### src/rtl/sm_pkg.sv
// Shared definitions for the sign-magnitude accumulator: FSM state
// encoding and the maximum representable magnitude for an n-bit word.
package sm_pkg;

    typedef enum logic [1:0] {
        IDLE = 2'd0,
        ACC  = 2'd1,
        HOLD = 2'd2
    } smState_e;

    // Default operand width, and the largest magnitude it can represent.
    localparam int SM_N       = 8;
    localparam int SM_MAX_MAG = (1 << (SM_N - 1)) - 1;

    // Largest magnitude of a w-bit sign-magnitude word: 2^(w-1)-1.
    function automatic int smMaxMag(input int w);
        return (1 << (w - 1)) - 1;
    endfunction

endpackage

### src/rtl/sm_add_sat.sv
// Combinational saturating sign-magnitude adder. Never produces -0.
module sm_add_sat
    import sm_pkg::*;
#(
    parameter int n = 8
) (
    input  logic [n-1:0] a_i,
    input  logic [n-1:0] b_i,
    output logic [n-1:0] sum_o,
    output logic         sat_o
);

    localparam int           MaxMagInt = smMaxMag(n);
    localparam logic [n-1:0] MaxMagW   = MaxMagInt[n-1:0];

    logic [n-2:0] magA;
    logic [n-2:0] magB;
    logic         signA;
    logic         signB;
    logic [n-1:0] magSum;
    logic [n-2:0] resMag;
    logic         resSign;

    assign magA   = a_i[n-2:0];
    assign magB   = b_i[n-2:0];
    assign signA  = a_i[n-1];
    assign signB  = b_i[n-1];
    assign magSum = {1'b0, magA} + {1'b0, magB};

    // Same signs add magnitudes with clamping; opposite signs subtract the
    // smaller from the larger. A zero result is always forced to +0.
    always_comb begin
        resMag  = '0;
        resSign = 1'b0;
        sat_o   = 1'b0;
        if (signA == signB) begin
            resSign = signA;
            if (magSum > MaxMagW) begin
                resMag = MaxMagW[n-2:0];
                sat_o  = 1'b1;
            end else begin
                resMag = magSum[n-2:0];
            end
        end else if (magA >= magB) begin
            resMag  = magA - magB;
            resSign = signA;
        end else begin
            resMag  = magB - magA;
            resSign = signB;
        end
        if (resMag == '0) begin
            resSign = 1'b0;
        end
        sum_o = {resSign, resMag};
    end

endmodule

### src/rtl/sm_accum.sv
// Streaming sign-magnitude accumulator: sums a burst of operands over a
// valid/ready input and presents the saturated total, sticky overflow and
// operand count on a registered valid/ready output.
module sm_accum
    import sm_pkg::*;
#(
    parameter int n  = 8,
    parameter int CW = 8
) (
    input  logic          clk,
    input  logic          rst_n,
    input  logic          in_vld,
    output logic          in_rdy,
    input  logic [n-1:0]  in_data,
    input  logic          in_sub,
    input  logic          in_last,
    output logic          out_vld,
    input  logic          out_rdy,
    output logic [n-1:0]  out_data,
    output logic          out_ovf,
    output logic [CW-1:0] out_cnt
);

    localparam logic [CW-1:0] CntMax = '1;

    smState_e      state_q;
    smState_e      state_d;
    logic [n-1:0]  acc_q;
    logic [n-1:0]  acc_d;
    logic          ovf_q;
    logic          ovf_d;
    logic [CW-1:0] cnt_q;
    logic [CW-1:0] cnt_d;
    logic [n-1:0]  outData_q;
    logic          outOvf_q;
    logic [CW-1:0] outCnt_q;

    logic          accept;
    logic          release_w;
    logic [n-1:0]  operand;
    logic [n-1:0]  addSum;
    logic          addSat;

    // A zero magnitude becomes +0; otherwise in_sub flips the sign.
    assign operand = (in_data[n-2:0] == '0) ? '0
                   : {in_data[n-1] ^ in_sub, in_data[n-2:0]};

    sm_add_sat #(.n(n)) u_add (
        .a_i   (acc_q),
        .b_i   (operand),
        .sum_o (addSum),
        .sat_o (addSat)
    );

    // State register.
    always_ff @(posedge clk or negedge rst_n) begin
        if (!rst_n) begin
            state_q <= IDLE;
        end else begin
            state_q <= state_d;
        end
    end

    // Next-state logic: accepts move towards HOLD, out handshake returns to IDLE.
    always_comb begin
        state_d = state_q;
        case (state_q)
            IDLE, ACC: begin
                if (accept) begin
                    state_d = in_last ? HOLD : ACC;
                end
            end
            HOLD: begin
                if (out_rdy) begin
                    state_d = IDLE;
                end
            end
            default: state_d = IDLE;
        endcase
    end

    // Handshake outputs derived from state only; in_rdy is held low during reset.
    always_comb begin
        in_rdy    = rst_n && (state_q != HOLD);
        out_vld   = (state_q == HOLD);
        accept    = in_vld && in_rdy;
        release_w = (state_q == HOLD) && out_rdy;
    end

    // Accumulator, sticky overflow and saturating counter next values.
    always_comb begin
        acc_d = acc_q;
        ovf_d = ovf_q;
        cnt_d = cnt_q;
        if (accept) begin
            acc_d = addSum;
            ovf_d = ovf_q | addSat;
            cnt_d = (cnt_q == CntMax) ? cnt_q : cnt_q + CW'(1);
        end else if (release_w) begin
            acc_d = '0;
            ovf_d = 1'b0;
            cnt_d = '0;
        end
    end

    // Burst state registers.
    always_ff @(posedge clk or negedge rst_n) begin
        if (!rst_n) begin
            acc_q <= '0;
            ovf_q <= 1'b0;
            cnt_q <= '0;
        end else begin
            acc_q <= acc_d;
            ovf_q <= ovf_d;
            cnt_q <= cnt_d;
        end
    end

    // Result registers capture the final totals on the last accept and stay frozen in HOLD.
    always_ff @(posedge clk or negedge rst_n) begin
        if (!rst_n) begin
            outData_q <= '0;
            outOvf_q  <= 1'b0;
            outCnt_q  <= '0;
        end else if (accept && in_last) begin
            outData_q <= acc_d;
            outOvf_q  <= ovf_d;
            outCnt_q  <= cnt_d;
        end
    end

    assign out_data = outData_q;
    assign out_ovf  = outOvf_q;
    assign out_cnt  = outCnt_q;

endmodule

### config.mk
export PLATFORM = sky130hd
export DESIGN_NAME = sm_accum
export DESIGN_NICKNAME = d
export VERILOG_FILES = /design/src/rtl/sm_pkg.sv /design/src/rtl/sm_add_sat.sv /design/src/rtl/sm_accum.sv
export SDC_FILE = /design/constraint.sdc
export NUM_CORES = 1
export LEC_CHECK = 0
export BUFFER_PORTS_ARGS = -buffer_cell sky130_fd_sc_hd__buf_4
export CAP_MARGIN = 20
export CORE_AREA = 2 2 91 93
export DETAILED_ROUTE_END_ITERATION = 6
export DIE_AREA = 0 0 93 95
export GPL_ROUTABILITY_DRIVEN = 0
export PLACE_DENSITY_LB_ADDON = 0.12
export SYNTH_ARGS = -nofsm -noshare
export SYNTH_HDL_FRONTEND = slang
export SYNTH_SLANG_ARGS = --single-unit
### constraint.sdc
create_clock -name clk -period 2.5 [get_ports clk]
set_input_delay 0.75 -clock clk [delete_from_list [all_inputs] [get_ports clk]]
set_output_delay 0.75 -clock clk [all_outputs]
set_load 0.02 [all_outputs]
# Word-level counts from Yosys, hierarchy flattened
# Cells that the tools add are included.
[word_totals] in_bits=14 out_inout_bits=19 register_bits=36
[classes] reduce_logical=9 bitwise_logic=2 n_mux=20 n_addsub=4 magnitude_cmp=2 n_eq_ne=7
[op_table] cell="2-to-1 mux 8 bit" count=6
[op_table] cell="2-to-1 mux 7 bit" count=3
[op_table] cell="logical NOT 7 bit" count=2
[op_table] cell="subtractor 7 bit" count=2
[op_table] cell="adder 7 x 7 -> 8 bit" count=1
[op_table] cell="adder 8 x 1 -> 8 bit, second input constant" count=1
[op_table] cell="equality test 8 bit, second input constant" count=1
[op_table] cell="greater-than comparator 8 x 7 -> 1 bit, second input constant" count=1
[op_table] cell=">= comparator 7 bit" count=1
[op_table] cell="2-to-1 mux 1 bit" count=7
[op_table] cell="2-to-1 mux 2 bit" count=3
[op_table] cell="logical AND 1 bit" count=4
[op_table] cell="!= test 2 bit, second input constant" count=2
[op_table] cell="one-hot mux 2 bit (2 select lines)" count=1
[op_table] cell="equality test 2 x 1 -> 1 bit, second input constant" count=1
[op_table] cell="equality test 2 bit, second input constant" count=1
[op_table] cell="logical NOT 2 bit" count=1
[op_table] cell="!= test 2 x 1 -> 1 bit, second input constant" count=1
[op_table] cell="AND reduction 2 bit" count=1
[op_table] cell="OR reduction 2 bit" count=1
[op_table] cell="equality test 1 bit" count=1
[op_table] cell="bitwise OR 1 bit" count=1
[op_table] cell="bitwise XOR 1 bit" count=1

# Logic depth before layout (Yosys ltp)
# Gate-level depths: netlist of the first run.
[depth] word_depth=9 depth_mapped=12

# By module
# From an unflattened synthesis of the first run, not the netlist that was laid out.
[unflattened] cells_unflattened=290 area_unflattened_um2=2753.9
[by_module_without_submodules] module="sm_accum" cells_each=152 n_inst=1 area_each_um2=1684.1
[by_module_without_submodules] module="sm_add_sat" cells_each=138 n_inst=1 area_each_um2=1069.8

# Worst setup path before layout of the first run
# OpenSTA, ideal clock, no wires.
[synth_path] path_type="in2reg" startpoint="input port in_data[2]" endpoint="register outData_q[7], in the netlist out_data[7]" cell_stages=11 t_arrival_ns=2.957 setup_ns=0.125 required_time_ns=2.375 slack_ns=-0.581 n_path_buf=2 path_cell_list="clkbuf_1 > ha_1 > buf_6 > a21oi_2 > o21ai_1 > a211o_1 > or3_1 > a211o_1 > a31oi_1 > a41oi_1 > mux2_2"
[synth_via] elab_chain_cells=9 elab_cells_between_ends=16
[synth_lines] element="from (decl)" line="sm_accum.sv:14" text="input logic [n-1:0] in_data,"
[synth_lines] element="logical NOT 7 bit" line="sm_accum.sv:45" text="assign operand = (in_data[n-2:0] == '0) ? '0"
[synth_lines] element="2-to-1 mux 8 bit *" line="sm_accum.sv:45"
[synth_lines] element="adder 7 x 7 -> 8 bit" line="sm_add_sat.sv:28" text="assign magSum = {1'b0, magA} + {1'b0, magB};"
[synth_lines] element="greater-than comparator 8 x 7 -> 1 bit" line="sm_add_sat.sv:38" text="if (magSum > MaxMagW) begin"
[synth_lines] element="2-to-1 mux 7 bit" line="sm_add_sat.sv:38"
[synth_lines] element="2-to-1 mux 7 bit" line="sm_add_sat.sv:36" text="if (signA == signB) begin"
[synth_lines] element="logical NOT 7 bit" line="sm_add_sat.sv:51" text="if (resMag == '0) begin"
[synth_lines] element="2-to-1 mux 1 bit *" line="sm_add_sat.sv:51"
[synth_lines] element="2-to-1 mux 8 bit *" line="sm_accum.sv:95" text="if (accept) begin"
[synth_lines] element="to (signal assigned)" line="sm_accum.sv:122" text="outData_q <= '0;"
[synth_lines] element="to (signal assigned)" line="sm_accum.sv:126" text="outData_q <= acc_d;"
[synth_lines] element="to (decl)" line="sm_accum.sv:34" text="logic [n-1:0] outData_q;"
# Every way passes the cells marked *; elsewhere a longest branch is shown, timed or not.
# A chain may end at the register's enable or synchronous reset.

# Worst setup path after layout of the first run
# Same ends and word-level chain as after synthesis.

==> results.md, run 1 <==
* Syn. warnings at 0
* Crit path max fanout at 6
* Crit start category: input pin
* P_leak at 2.03 nW
* Vias per cell at 5.23
* Cell count after placement at 495
* Number of flops mapped to enable cells by yosys at 0
* Met1 global-route usage at 23.4%
* Crit path largest cell delay at 0.31 ns
* Root Buffer: clkbuf_8
* Run status: complete, but fails checks
* Worst path cell trace: buf_6, ha_4, buf_6, nor2b_4, o31ai_4, a32oi_2, buf_4, a311oi_2, a211oi_2, a31oi_1, a41oi_2, mux2_4
* Average wire per standard cell at 16.2 um
* Max VDD drop at 0.566 mV
* Post-layout instance area at 4460 um^2
* Slowest CP cell: a311oi_2
* Fin crit share at 112%
* Count of mapped cells out of synthesis at 302
* Die area at 8840 um^2
* Min Tclk post-route at 2.79 ns
* Max cap viols at 0
* Setup TNS at -0.666 ns
* Synth cell types at 54
* Clock buffer depth at 2
* Top FF cell, synth: dfrtp_1
* Wirelength, routed at 8520 um
* CP Data Arrival Time at 2.96 ns
* Met2 Track Usage GR at 33.9%
* 1st-pass router iterations at 4
* Number of port buffers at 32
* Hold Vio Cnt, Final at 0
* Asr flop ratio synth at 100%
* Largest net degree at the start of global routing at 25
* Synth Cell Area at 2660 um^2
* Final WS setup at -0.293 ns
* Clock Sinks at 36
* Power per cell area at 1250 nW/um^2
* Worst hold path type: input pin to async pin
* Total congestion overflow at 0
* Die Y at 95 um
* Failing checks: negative setup slack
* Slew headroom at 64.0%
* Number of DRC markers in iteration 0 at 85
* Number of global-route vias before repair at 2680
* Starting Density at 33.6%
* Ports at 33
* Clk_skew at 0.00354 ns
* Met3 Usage GRT at 2.63%
* Timing-limited maximum frequency at 358 MHz
* Worst-Skew Late Latency at 0.28 ns
* ANT nets after route at 0
* Max-slew violations at 0
* Final Non-Filler Cells at 526
* Critical Path RT at 2.67 ns
* CTS tree: done
* Total CTS buffers at 5
* Seq cells post-synth at 36
* H-tree levels at 2
* Row cnt at 33
* Crit Path Class: input pin to flop
* Proportion of layout cells with a drive suffix above 1 at 53.9%
* Hold_buf cts at 0
* Total DRC errors in the routed layout at 0
* CP dominant cell by count: buf_6
* Post-Syn Area per Cell at 8.81 um^2
* Syn Nets at 340
* RSZ-0062 raised after global routing: true
* Antenna diodes at 0
* HPWL after detailed placement at 5870 um
* Area Overhead vs Synth at 67.7%
* Pre-CTS WS at -0.872 ns
* Die X at 93 um
* DP Area at 3530 um^2
* Sequential area share after synthesis at 33.9%
* Crit. End Element: flop
* Final nets at 458
* Core area at 7930 um^2
* First-pass GRT wire length at 13200 um
* Clock slew at reported path FFs at 0.07 ns
* GRT Resource Usage Total at 18.8%
* Measured slew at the worst slew-check pin at 0.539 ns
* Most used routing layer in global routing: met2
* Vias at 2751
* Setup violators final at 5
* Initial antenna violation count at 0
## worst max-delay path: cells and delay by family
family	cells	cell delay, ns
mux	1	0.28
simple gates	1	0.06
compound gates	6	1.17
buf+inv	3	0.41
fa+ha+maj	1	0.29
## cell families after synthesis
group,count (synthesis),share of synthesized area [%]
xor gates and xnor gates,7,2.30
adders and majority gates,24,12.1
DFF,36,33.9
AOI/OAI and AO/OA,79,20.2
buffers and inverters,39,5.97
and+or+nand+nor,103,19.8
muxes,14,5.69
## cells in the final DEF, fill, tap and decap left out, types with 6 or more instances in the layout
master	instances
dfrtp_1	36
inv_1	15
nand3_1	16
buf_4	99
o21ai_2	6
ha_1	10
ha_4	9
nand2_1	20
clkbuf_8	6
o21ai_0	14
a21oi_1	9
nor2_1	16
buf_6	26
## final cells by class
class                   count  area (um^2)
inverters                  22          100
multi-input cells         227         2150
repair buffers            128         1090
clock buffers               8         90.1
flip-flops and latches     36          901
fillers                   704         3460
well taps                 105          131
## synth_stat cells (5+ instances only)
library cell,count,area share (%)
dfrtp_1,36,34
nand2_1,26,3.7
o21ai_0,24,4.5
inv_1,22,3.1
ha_1,21,9.9
nor2_1,19,2.7
nand3_1,16,3.0
a21oi_1,14,2.6
clkbuf_1,12,1.7
mux2_2,9,3.8
nor2b_1,8,1.9
nor3_1,8,1.5
mux2i_1,5,1.9
xnor2_1,5,1.6
## report_power, final
| part | switching (mW) | internal, mW | total, mW |
|---|---|---|---|
| Clock | 0.192 | 0.225 | 0.416 |
| Sequential | 0.169 | 0.804 | 0.973 |
| Combinational | 2.03 | 2.16 | 4.19 |
## stage by stage
stage / utilization, % / total power [mW] / hold slack (ns)
2_1_floorplan: - / 2.47 / 0.426
3_3_place_gp: 44.5 / 3.78 / 0.438
3_5_place_dp: 44.5 / 3.78 / 0.453
4_1_cts: 51.3 / 4.83 / 0.410
5_1_grt: 56.3 / 5.94 / 0.413
6_report: 56.3 / 5.58 / 0.410
## worst paths after layout
kind	cells after the start	to	startpoint	slack [ns]
worst min-delay path	2	out_cnt[2]	rst_n	0.41
max in group asynchronous	2	out_data[6]	rst_n	1.78
worst max-delay path	12	out_data[7]	in_data[2]	-0.29
worst min register to register	1	state_q[0]	state_q[1]	0.46
worst max register to register	12	out_data[7]	acc_q[0]	-0.24
min in group clk	1	state_q[0]	state_q[1]	0.46
## state kept, by name, indices dropped and copies added, names as in the netlist
register,flops
out_ovf,1
state_q,2
ovf_q,1
cnt_q,8
out_cnt,8
acc_q,8
out_data,8
## per-layer routing
metal / wire length, um / part of all wire [%] / up-vias
met5: 0 / 0 / -
met4: 265 / 3.1 / 0
met3: 313 / 3.7 / 20
met2: 4300 / 50 / 65
met1: 3640 / 43 / 1348
li1: - / - / 1318
## what timing repair did
action / in CTS / in global routing
setup endpoints to repair: 17 / 16
setup buffers: 19 / 13
pin swaps: 29 / 51
resized for setup: 81 / 69
Power figures use the tool's default switching activity.
==> run 2, diff against run 1 <==
--- a/config.mk
+++ b/config.mk
@@ -14,2 +14,3 @@
 export PLACE_DENSITY_LB_ADDON = 0.12
+export SETUP_SLACK_MARGIN = 0.05
 export SYNTH_ARGS = -nofsm -noshare
--- a/constraint.sdc
+++ b/constraint.sdc
@@ -3,2 +3,2 @@
 set_output_delay 0.75 -clock clk [all_outputs]
-set_load 0.02 [all_outputs]
+set_load 0.05 [all_outputs]
==> run 2 against run 1 <==
The flow still finishes with violations (negative setup slack). Wire length shrank 1.2%. Maximum frequency shrank 3.9%. Clock skew is essentially flat. Combinational power grew 2%. Count of clock-buffer cells in the layout shrank 2. Global-route usage grew 0.27 points. Final cell count grew 0.95%. First-iteration DRC count shrank 2.4%. Critical path type unchanged. Critical endpoint unchanged.
==> results.md, run 2 (synthesized netlist as in run 1, its figures left out) <==
* Run status: complete, but fails checks
* Failing checks: negative setup slack
* GRT Resource Usage Total at 19.1%
* Max cap viols at 0
* Final Core Density at 55.7%
* Clock Sinks at 36
* Total congestion overflow at 0
* Core area at 7930 um^2
* Most frequent cells in the layout: 106 x buf_4, 34 x dfrtp_1, 23 x nand2_1
* Clk_skew at 0.00380 ns
* Crit path max fanout at 4
* Die Y at 95 um
* CP Data Arrival Time at 3.07 ns
* Reg-to-Reg Start: acc_q[5]
* Final nets at 463
* Ports at 33
* Clock slew at reported path FFs at 0.07 ns
* Max-slew violations at 0
* Critical Path Start: in_data[5]
* Timing-limited maximum frequency at 344 MHz
* Fin crit share at 116%
* Total CTS buffers at 5
* Crit. End Element: flop
* P_leak at 2.01 nW
* RSZ-0062 raised after global routing: true
* Measured slew at the worst slew-check pin at 0.554 ns
* ANT nets after route at 0
* Average wire per standard cell at 15.8 um
* Max VDD drop at 0.699 mV
* First-pass GRT wire length at 13200 um
* Number of global-route vias before repair at 2687
* Clock buffer depth at 2
* Total DRC errors in the routed layout at 0
* Hold Vio Cnt, Final at 0
* Post-layout instance area at 4420 um^2
* Power per cell area at 1280 nW/um^2
* Worst hold path type: input pin to async pin
* Fillers at 734
* Number of port buffers at 32
* Largest net degree at the start of global routing at 19
* Critical Path RT at 2.67 ns
* CTS tree: done
* Worst path cell trace: buf_8, ha_4, a21oi_4, a21oi_2, buf_4, a211o_1, or3_4, a211o_1, a31oi_4, a41oi_2, mux2_4
* Row cnt at 33
* Hold_buf cts at 0
* R2R depth at 11
* Crit start category: input pin
* Initial antenna violation count at 0
* Starting Density at 33.6%
* H-tree levels at 2
* Final WS setup at -0.405 ns
* CP dominant cell by count: a211o_1
* Crit path largest cell delay at 0.37 ns
* Antenna diodes at 0
* 1st-pass router iterations at 4
* Wirelength, routed at 8420 um
* Most common cell after layout, fill and taps aside: buf_4
* Number of DRC markers in iteration 0 at 83
* Vias at 2701
* DP Area at 3570 um^2
* Slew headroom at 63.0%
* Min Tclk post-route at 2.91 ns
* Die X at 93 um
* Root Buffer: clkbuf_8
* Crit Path Class: input pin to flop
* Proportion of layout cells with a drive suffix above 1 at 53.1%
* Setup violators final at 8
* Worst-Skew Late Latency at 0.28 ns
* Die area at 8840 um^2
* HPWL after detailed placement at 5810 um
* Slowest CP cell: or3_4
* Area Overhead vs Synth at 66.0%
* Vias per cell at 5.09
[run 2: repair_timing]
| item | 4_1_cts | 5_1_grt |
|---|---|---|
| resized for setup | 77 | 56 |
| setup buffers | 20 | 11 |
| pin swaps | 28 | 24 |
| setup endpoints to repair | 17 | 17 |
[run 2: critical path: cells and delay by family]
family          cells  cell delay [ns]
simple gates        1             0.37
compound gates      6             1.18
fa+ha+maj           1             0.23
mux                 1             0.29
buf+inv             2             0.24
[run 2: per-layer routing]
metal  part of all wire [%]  vias to the layer above  wire length [um]  GRT usage [%]
met5                      0                        -                 0              0
met4                    2.6                        0               221           8.95
met3                    3.7                       22               308           2.87
met2                     51                       69              4270           32.0
met1                     43                     1291              3610           24.3
li1                       -                     1319                 -              -
[run 2: power by group]
group	switching [mW]	leakage (nW)	total [mW]	internal (mW)
logic	2.19	1.51	4.29	2.10
clock network	0.197	0.0510	0.417	0.220
registers	0.163	0.451	0.970	0.807
[run 2: layout make-up]
type	instances	area [um^2]	area share (%)
repair buffers	133	1130	25.5
clock inverters	2	10.0	0.227
clock buffers	6	82.6	1.87
well taps	105	131	2.97
flip-flops and latches	36	903	20.4
inverters	22	90.1	2.04
multi-input cells	227	2070	46.9
[run 2: final timing paths]
path,to,slack (ns)
min,state_q[1],0.44
min in group clk,state_q[0],0.46
max in group asynchronous,acc_q[4],1.85
max,out_data[7],-0.41
min reg2reg,state_q[0],0.46
max reg2reg,out_data[7],-0.31
[run 2: per-stage QoR]
stage	total power, mW	hold WS, ns	worst slack [ns]	TNS, ns	cells
2_1_floorplan	2.73	0.426	-0.532	-1.93	302
3_3_place_gp	4.07	0.443	-0.816	-8.32	498
3_5_place_dp	4.07	0.449	-0.844	-8.97	498
4_1_cts	5.15	0.432	-0.349	-0.734	523
5_1_grt	6.06	0.452	-0.453	-1.61	531
6_report	5.67	0.441	-0.405	-1.25	531
==> run 3, diff against run 2 <==
Settings changed: RECOVER_POWER from default to 50.
==> run 3 against run 2 <==
Via count is 0.48% lower. Maximum frequency down 0.10%. Register-to-register slack barely moved. Highest routed layer unchanged. Count of clock-buffer cells in the layout unchanged. First-iteration DRC count increased by 12%. Setup slack got worse by 0.0030 ns. The run still ends with negative setup slack left. Critical path type unchanged. Largest power group unchanged. Core utilization fell by 0.24 points.
==> results.md, run 3 (synthesized netlist as in run 1, its figures left out) <==
* Run status: complete, but fails checks
* Failing checks: negative setup slack
* Crit. End Element: flop
* Wirelength, routed at 8440 um
* Critical Path RT at 2.67 ns
* Ports at 33
* Most common cell after layout, fill and taps aside: buf_4
* Root Buffer: clkbuf_8
* Starting Density at 33.6%
* Max cap viols at 0
* Total congestion overflow at 0
* Post-layout instance area at 4400 um^2
* Power per cell area at 1290 nW/um^2
* Crit Path Class: input pin to flop
* RSZ-0062 raised after global routing: true
* Total DRC errors in the routed layout at 0
* Setup TNS at -1.29 ns
* Final nets at 463
* Timing-limited maximum frequency at 344 MHz
* CP dominant cell by count: a211o_1
* Clock buffer depth at 2
* Most frequent cells in the layout: 101 x buf_4, 34 x dfrtp_1, 23 x nand2_1
* Pre-CTS WS at -0.844 ns
* Setup violators final at 8
* Fin crit share at 116%
* Total CTS buffers at 5
* Clock slew at reported path FFs at 0.07 ns
* Hold_buf cts at 0
* Worst-Skew Late Latency at 0.28 ns
* CP Data Arrival Time at 3.08 ns
* Crit path largest cell delay at 0.38 ns
* Core area at 7930 um^2
* Number of global-route vias before repair at 2687
* Max VDD drop at 0.699 mV
* Slowest CP cell: or3_4
* Worst hold path type: flop to flop
* Proportion of layout cells with a drive suffix above 1 at 51.9%
* Min Tclk post-route at 2.91 ns
* Initial antenna violation count at 0
* Crit start category: input pin
* ANT nets after route at 0
* Final Non-Filler Cells at 531
* Clock Sinks at 36
* DP Area at 3570 um^2
* Number of DRC markers in iteration 0 at 93
* Slew headroom at 35.9%
* P_leak at 1.99 nW
* Area Overhead vs Synth at 65.3%
* Die area at 8840 um^2
* Die X at 93 um
* Crit path max fanout at 4
* Vias per cell at 5.06
* GRT Resource Usage Total at 19.1%
* 1st-pass router iterations at 4
* Hold slack final at 0.462 ns
* Measured slew at the worst slew-check pin at 0.961 ns
* Hold Vio Cnt, Final at 0
* Number of port buffers at 32
* Largest net degree at the start of global routing at 19
* Clk_skew at 0.00328 ns
* Average wire per standard cell at 15.9 um
* HPWL after detailed placement at 5810 um
* Antenna diodes at 0
* Die Y at 95 um
* CTS tree: done
* Max-slew violations at 0
* Vias at 2688
* Final WS setup at -0.408 ns
* Row cnt at 33
* First-pass GRT wire length at 13200 um
* Cell count after placement at 498
* H-tree levels at 2
* Worst path cell trace: buf_8, ha_4, a21oi_4, a21oi_2, buf_4, a211o_1, or3_4, a211o_1, a31oi_4, a41oi_2, mux2_4
## run 3: cell count changes in the layout (fill, tap and decap cells not counted)
cell	before	now
and2_0	0	1
buf_4	106	101
clkbuf_1	0	5
and2_1	2	1
## run 3: where the power goes
group	leakage [nW]	switching (mW)	internal (mW)
combinational	1.49	2.19	2.10
sequential	0.451	0.164	0.807
clock	0.0510	0.197	0.220
## run 3: final cells by class
| type | instances | area (um^2) |
|---|---|---|
| multi-input cells | 227 | 2070 |
| flip-flops and latches | 36 | 903 |
| clock inverters | 2 | 10.0 |
| clock buffers | 6 | 82.6 |
| repair buffers | 133 | 1110 |
| inverters | 22 | 90.1 |
| well taps | 105 | 131 |
| fillers | 735 | 3530 |
## run 3: repair_timing
item / CTS / global route
endpoints found under the setup margin: 17 / 17
gates cloned: 0 / 0
buffers inserted: 20 / 11
pin swaps: 28 / 24
resized for setup: 77 / 56
## run 3: worst paths after layout
kind	from	endpoint	slack [ns]	cells after the start
worst min-delay path	state_q[1]	state_q[0]	0.46	1
worst min register to register	state_q[1]	state_q[0]	0.46	1
min in group asynchronous	rst_n	out_cnt[0]	0.79	2
worst max register to register	acc_q[5]	out_data[7]	-0.31	11
worst max-delay path	in_data[5]	out_data[7]	-0.41	11
max in group asynchronous	rst_n	acc_q[4]	1.06	2
## run 3: routing by layer
metal  vias to the layer above  track usage (%)  routed length (um)
li1                       1319                -                   -
met1                      1283             24.3                3670
met2                        68             32.0                4280
met3                        18             2.87                 291
met4                         0             8.95                 205
met5                         -                0                   0
## run 3: per-stage QoR
stage / util [%] / total power [mW]
after floorplan: - / 2.73
after global placement: 45.0 / 4.07
after detailed placement: 45.0 / 4.07
after CTS: 52.0 / 5.15
after global routing: 55.5 / 6.05
final: 55.5 / 5.67
## run 3: worst max-delay path, delay by kind of cell
family / cells / cell delay, ns
compound gates: 6 / 1.18
simple gates: 1 / 0.38
mux: 1 / 0.29
buf+inv: 2 / 0.24
fa+ha+maj: 1 / 0.23
